`config.mk`:
```
export PLATFORM = sky130hd
export DESIGN_NAME = mux_rr_reg
export DESIGN_NICKNAME = d
export VERILOG_FILES = /design/src/rtl/mux_rr_reg.sv
export SDC_FILE = /design/constraint.sdc
export NUM_CORES = 1
export LEC_CHECK = 0
export ABC_AREA = 1
export BUFFER_PORTS_ARGS = -buffer_cell sky130_fd_sc_hd__buf_2
export CORE_MARGIN = 4
export CORE_UTILIZATION = 25
export DETAILED_ROUTE_END_ITERATION = 16
export SYNTH_ARGS = -nofsm -noshare
export SYNTH_HDL_FRONTEND = slang
export SYNTH_SLANG_ARGS = --single-unit
```
`constraint.sdc`:
```
create_clock -name clk -period 2.3 [get_ports clk]
set_input_delay 0.115 -clock clk [delete_from_list [all_inputs] [get_ports clk]]
set_output_delay 0.115 -clock clk [all_outputs]
set_load 0.02 [all_outputs]
```
`src/rtl/mux_rr_reg.sv`:
```
// mux_rr_reg: registered N-channel W-bit multiplexer with valid/ready handshake.
// Channel selection is either explicit through sel (mode=0) or round-robin among
// valid channels (mode=1). A single output register holds the selected word.
//
// Ports:
//   clk       system clock, rising edge
//   rst_n     asynchronous active-low reset
//   mode      0 = explicit select via sel, 1 = round-robin
//   sel       channel index used when mode=0
//   in_data   flat input bus, channel k at [k*WIDTH +: WIDTH]
//   in_valid  per-channel valid
//   in_ready  per-channel ready (one-hot or zero)
//   out_data  registered selected data
//   out_valid out_data holds an unconsumed word
//   out_ready consumer accepts out_data this cycle
//   out_chan  channel that supplied out_data
module mux_rr_reg #(
  parameter int WIDTH    = 32,
  parameter int CHANNELS = 4,
  localparam int SEL_W   = $clog2(CHANNELS)
) (
  input  logic                      clk,
  input  logic                      rst_n,
  input  logic                      mode,
  input  logic [SEL_W-1:0]          sel,
  input  logic [CHANNELS*WIDTH-1:0] in_data,
  input  logic [CHANNELS-1:0]       in_valid,
  output logic [CHANNELS-1:0]       in_ready,
  output logic [WIDTH-1:0]          out_data,
  output logic                      out_valid,
  input  logic                      out_ready,
  output logic [SEL_W-1:0]          out_chan
);

  logic [SEL_W-1:0]    rr_ptr;
  logic [CHANNELS-1:0] grant;
  logic [SEL_W-1:0]    grant_idx;
  logic                any_grant;
  logic                load_en;
  logic                found;
  int                  rr_idx;

  // The register can take a new word when it is empty or being drained this
  // cycle, which gives full throughput without a bubble.
  assign load_en = !out_valid || out_ready;

  always_comb begin
    grant     = '0;
    grant_idx = '0;
    found     = 1'b0;
    rr_idx    = 0;
    if (!mode) begin
      // Out-of-range select (non power-of-two CHANNELS) grants nothing.
      if (int'(sel) < CHANNELS) begin
        grant[sel] = in_valid[sel];
        grant_idx  = sel;
      end
    end else begin
      // Scan starting at rr_ptr and wrapping; the first valid channel wins.
      for (int i = 0; i < CHANNELS; i++) begin
        rr_idx = int'(rr_ptr) + i;
        if (rr_idx >= CHANNELS) begin
          rr_idx = rr_idx - CHANNELS;
        end
        if (!found && in_valid[rr_idx]) begin
          found         = 1'b1;
          grant[rr_idx] = 1'b1;
          grant_idx     = SEL_W'(rr_idx);
        end
      end
    end
  end

  assign any_grant = |grant;
  assign in_ready  = load_en ? grant : '0;

  always_ff @(posedge clk or negedge rst_n) begin
    if (!rst_n) begin
      out_valid <= 1'b0;
      out_data  <= '0;
      out_chan  <= '0;
      rr_ptr    <= '0;
    end else if (load_en) begin
      if (any_grant) begin
        out_data  <= in_data[int'(grant_idx)*WIDTH +: WIDTH];
        out_chan  <= grant_idx;
        out_valid <= 1'b1;
        // Only round-robin grants advance the fairness pointer.
        if (mode) begin
          rr_ptr <= (int'(grant_idx) == CHANNELS-1) ? '0 : grant_idx + SEL_W'(1);
        end
      end else begin
        out_valid <= 1'b0;
      end
    end
  end

endmodule

```
==> impl_metrics.prom <==
# TYPE chip_impl_metric gauge
chip_impl_info{name="status",value="completed"} 1
chip_impl_info{name="hold_path_class",value="input pin to flop"} 1
chip_impl_metric{name="drc_errors",unit=""} 0
chip_impl_metric{name="finalNetCount",unit=""} 911
chip_impl_info{name="startpoint_type",value="flop"} 1
chip_impl_metric{name="stdcell_count",unit=""} 940
chip_impl_metric{name="max-vdd-ir-drop",unit="V"} 0.000503
chip_impl_metric{name="shortest_period_the_worst_path_allows",unit="ps"} 2210
chip_impl_metric{name="synth-seq-area-share",unit=""} 0.280
chip_impl_metric{name="crit_fanout",unit=""} 5
chip_impl_info{name="cts_root_buffer",value="clkbuf_16"} 1
chip_impl_metric{name="fin_util",unit=""} 0.388
chip_impl_metric{name="power.switching_fraction",unit=""} 0.504
chip_impl_info{name="grt_setup_unrepaired",value="yes"} 1
chip_impl_metric{name="power_frac_seq",unit=""} 0.160
chip_impl_info{name="ys_top_cells_by_count",value="428 x nand2_1, 37 x dfrtp_1, 24 x nand3_1, 15 x inv_1, 9 x buf_6"} 1
chip_impl_metric{name="grt_overflow_total",unit=""} 0
chip_impl_metric{name="post_synthesis_average_cell_area",unit="um2"} 5.65
chip_impl_metric{name="final_hold_viol_count",unit=""} 0
chip_impl_metric{name="post_drt_via_cell_ratio",unit=""} 4.24
chip_impl_metric{name="cts_sinks",unit=""} 37
chip_impl_metric{name="flow.area_growth_from_synthesis",unit="%"} 50.1
chip_impl_metric{name="number_of_global_route_vias_before_repair",unit=""} 3660
chip_impl_metric{name="dieWidth",unit="um"} 123
chip_impl_metric{name="antenna_found_initial",unit=""} 0
chip_impl_metric{name="number_of_storage_elements_in_the_synthesis_netlist",unit=""} 37
chip_impl_info{name="yosys.cell_count.top_type",value="nand2_1"} 1
chip_impl_metric{name="cts-buffers-inserted",unit=""} 5
chip_impl_metric{name="cellInternalPower",unit="mW"} 3.50
chip_impl_metric{name="floorplan.initialDensity",unit=""} 0.258
chip_impl_metric{name="clock_tree.buffer_depth",unit=""} 2
chip_impl_metric{name="routabilityCongestion",unit=""} 0.891
chip_impl_metric{name="count_of_vias_placed_by_the_detailed_router",unit=""} 3982
chip_impl_metric{name="powerDensity",unit="mW/mm2"} 1420
chip_impl_metric{name="wl_per_cell",unit="um"} 12.3
chip_impl_metric{name="clkLatencyLatePin",unit="ps"} 280
chip_impl_metric{name="area_enclosed_by_the_die_boundary",unit="mm2"} 0.0151
chip_impl_metric{name="filler_cell_count",unit=""} 1421
chip_impl_metric{name="num_io_pins",unit=""} 177
chip_impl_info{name="timing.critical_path.to_type",value="output port"} 1
chip_impl_metric{name="firstDrtPassIters",unit=""} 4
chip_impl_metric{name="worstMarginPinSlew",unit="ps"} 848
chip_impl_metric{name="synth_area",unit="mm2"} 0.00330
chip_impl_metric{name="leakagePower",unit="nW"} 3.05
chip_impl_metric{name="post_placement_cell_count",unit=""} 924
chip_impl_metric{name="wire_length_of_the_first_global_routing_pass",unit="mm"} 17.0
chip_impl_metric{name="grt_usage",unit=""} 0.139
chip_impl_metric{name="first_iter_violations",unit=""} 125
chip_impl_info{name="synth_ff_type",value="dfrtp_1"} 1
chip_impl_metric{name="fmax",unit="MHz"} 453
chip_impl_metric{name="synth_edf_count",unit=""} 0
chip_impl_metric{name="drtAntennaViolNets",unit=""} 0
chip_impl_metric{name="synth_nets",unit=""} 728
chip_impl_info{name="synth_top_area_cell",value="nand2_1"} 1
chip_impl_metric{name="n_antenna_cell",unit=""} 0
chip_impl_metric{name="std_cell_rows",unit=""} 41
chip_impl_info{name="clock_tree_from_tritoncts",value="done"} 1
chip_impl_metric{name="final-max-slew-violation-count",unit=""} 0
chip_impl_metric{name="clkPwrFrac",unit=""} 0.114
chip_impl_metric{name="setup-violations-final",unit=""} 0
chip_impl_metric{name="detailedPlacementHpwl",unit="mm"} 8.27
chip_impl_metric{name="place.port_buffers",unit=""} 176
chip_impl_info{name="worstSetupPathType",value="flop to output port"} 1
chip_impl_metric{name="multiInputGateArea",unit="mm2"} 0.00226
chip_impl_info{name="yosys-top-cells-area",value="nand2_1 49%, dfrtp_1 28%, nand3_1 3.6%, buf_6 3.1%, ha_1 2.3%"} 1
chip_impl_metric{name="totalWireLength",unit="mm"} 11.5
chip_impl_metric{name="core_area",unit="mm2"} 0.0128
chip_impl_metric{name="worst-endpoint-arrival",unit="ps"} 2090
chip_impl_metric{name="cap_viol_max_count",unit=""} 0
chip_impl_metric{name="synthDistinctLibCells",unit=""} 26
chip_impl_metric{name="drive_gt1_frac",unit=""} 0.349
chip_impl_metric{name="synthArstFlopShare",unit=""} 1.00
chip_impl_metric{name="comb_power_share",unit=""} 0.725
chip_impl_metric{name="layout_worst_path_cycle_share",unit=""} 0.959
chip_impl_metric{name="synthCells",unit=""} 584
chip_impl_metric{name="yosysTopAreaCellShare",unit=""} 0.487
chip_impl_metric{name="seqCellArea",unit="um2"} 926
chip_impl_metric{name="cts.reportedPaths.clkPinSlew",unit="ps"} 60
chip_impl_metric{name="skew",unit="ps"} 3.63
chip_impl_metric{name="max-slew-margin-rel",unit=""} 0.435
chip_impl_metric{name="htreeDepth",unit=""} 2
chip_impl_metric{name="yosys_warnings",unit=""} 0
chip_impl_metric{name="power_switching",unit="mW"} 3.55
chip_impl_metric{name="timing.critical_path.required",unit="ps"} 2180
chip_impl_metric{name="grt_start_max_net_pins",unit=""} 39
chip_impl_metric{name="die-height",unit="um"} 123
==> cell usage in the layout, fill, tap and decap left out, types with 2 or more instances in the layout <==
cell type,synthesis,final
inv_4,1,2
inv_1,15,12
nor2_2,5,6
a21oi_1,7,5
inv_8,0,2
buf_12,0,9
nand3_2,1,6
buf_6,9,4
dfrtp_1,37,37
nand2_4,3,6
clkbuf_16,0,8
nand3_4,1,2
ha_1,6,5
a21boi_0,4,2
buf_8,0,2
inv_2,2,2
nand2_2,4,24
nand2_1,428,404
a21boi_1,0,2
nand4_1,3,3
nor2_4,0,2
a21oi_2,0,2
nand3_1,24,18
buf_4,8,10
buf_2,7,175
nor2_1,8,6
==> final cells by class <==
cell class                 instances  share of cell area
multi-input combinational        501               0.457
sequential                        37               0.187
clock buffer                       7              0.0288
timing repair buffer             204               0.261
inverter                          18              0.0177
tap                              172              0.0434
clock inverter                     1             0.00606
==> metrics by stage <==
step | TNS, ps | total power, mW | cell area, um2 | worst slack (ps) | hold WS [ps]
floorplan | 0 | 4.21 | 3300 | 36.1 | -181
global placement | 0 | 5.50 | 4440 | 3.44 | 284
detailed placement | -214 | 5.51 | 4440 | -27.3 | 291
finish | 0 | 7.05 | 4950 | 93.5 | 208
CTS | 0 | 6.38 | 4640 | 2.07 | 204
global route | -1720 | 7.72 | 4950 | -74.8 | 238
==> per-layer routing <==
metal	global-route usage	up-vias	part of all wire
li1	-	2137	-
met1	0.174	1702	0.44
met2	0.247	135	0.48
met3	0.0325	8	0.072
met4	0.0252	0	0.0078
met5	0	-	0
==> registers in the layout, summed over array words and instances, names as in the netlist <==
| signal | flops |
|---|---|
| out_chan | 2 |
| out_data | 32 |
| out_valid | 1 |
| rr_ptr | 2 |
==> worst max-delay path, cell delays in order, from the launching register on <==
cell and delay, ps:
dfrtp_1 400, inv_4 60, ha_4 310, inv_4 50
nand3_2 80, nand2_4 90, nor2_8 150, nand3_1 90
nand2_1 90, nor2_2 50, buf_4 120, nor3_1 140
buf_2 190
==> timing repair <==
action,4_1_cts,5_1_grt
buffers inserted,0,3
endpoints found under the setup margin,25,38
pin swaps,0,13
cloned,0,4
resized for setup,1,63
hold buffers,1,0
hold endpoints to repair,34,0
==> logic make-up after synthesis <==
| kind of cell | Yosys count | share of synthesized area |
|---|---|---|
| AND/OR/NAND/NOR | 479 | 0.581 |
| buffers and inverters | 47 | 0.0875 |
| flip-flops | 37 | 0.280 |
| AO/OA/AOI/OAI | 15 | 0.0284 |
| adder cells (fa/ha/maj) | 6 | 0.0227 |
==> power groups by stage <==
stage	logic [mW]	registers, mW	clock network (mW)
final	5.11	1.13	0.805
after global routing	5.69	1.18	0.854
after CTS	4.42	1.13	0.833
after detailed placement	4.38	1.12	0
after global placement	4.37	1.13	0
after floorplan	2.71	1.50	0
==> worst paths after layout <==
kind	startpoint	to	slack, ps	cells after the start
max	rr_ptr[0]	in_ready[2]	90	12
min	in_data[68]	out_data[4]	210	7
max reg2reg	rr_ptr[0]	out_data[14]	100	15
min reg2reg	out_data[13]	out_data[13]	470	2
max in group asynchronous	rst_n	out_data[14]	1280	2
min in group asynchronous	rst_n	out_data[1]	490	2
Power figures use the tool's default switching activity.
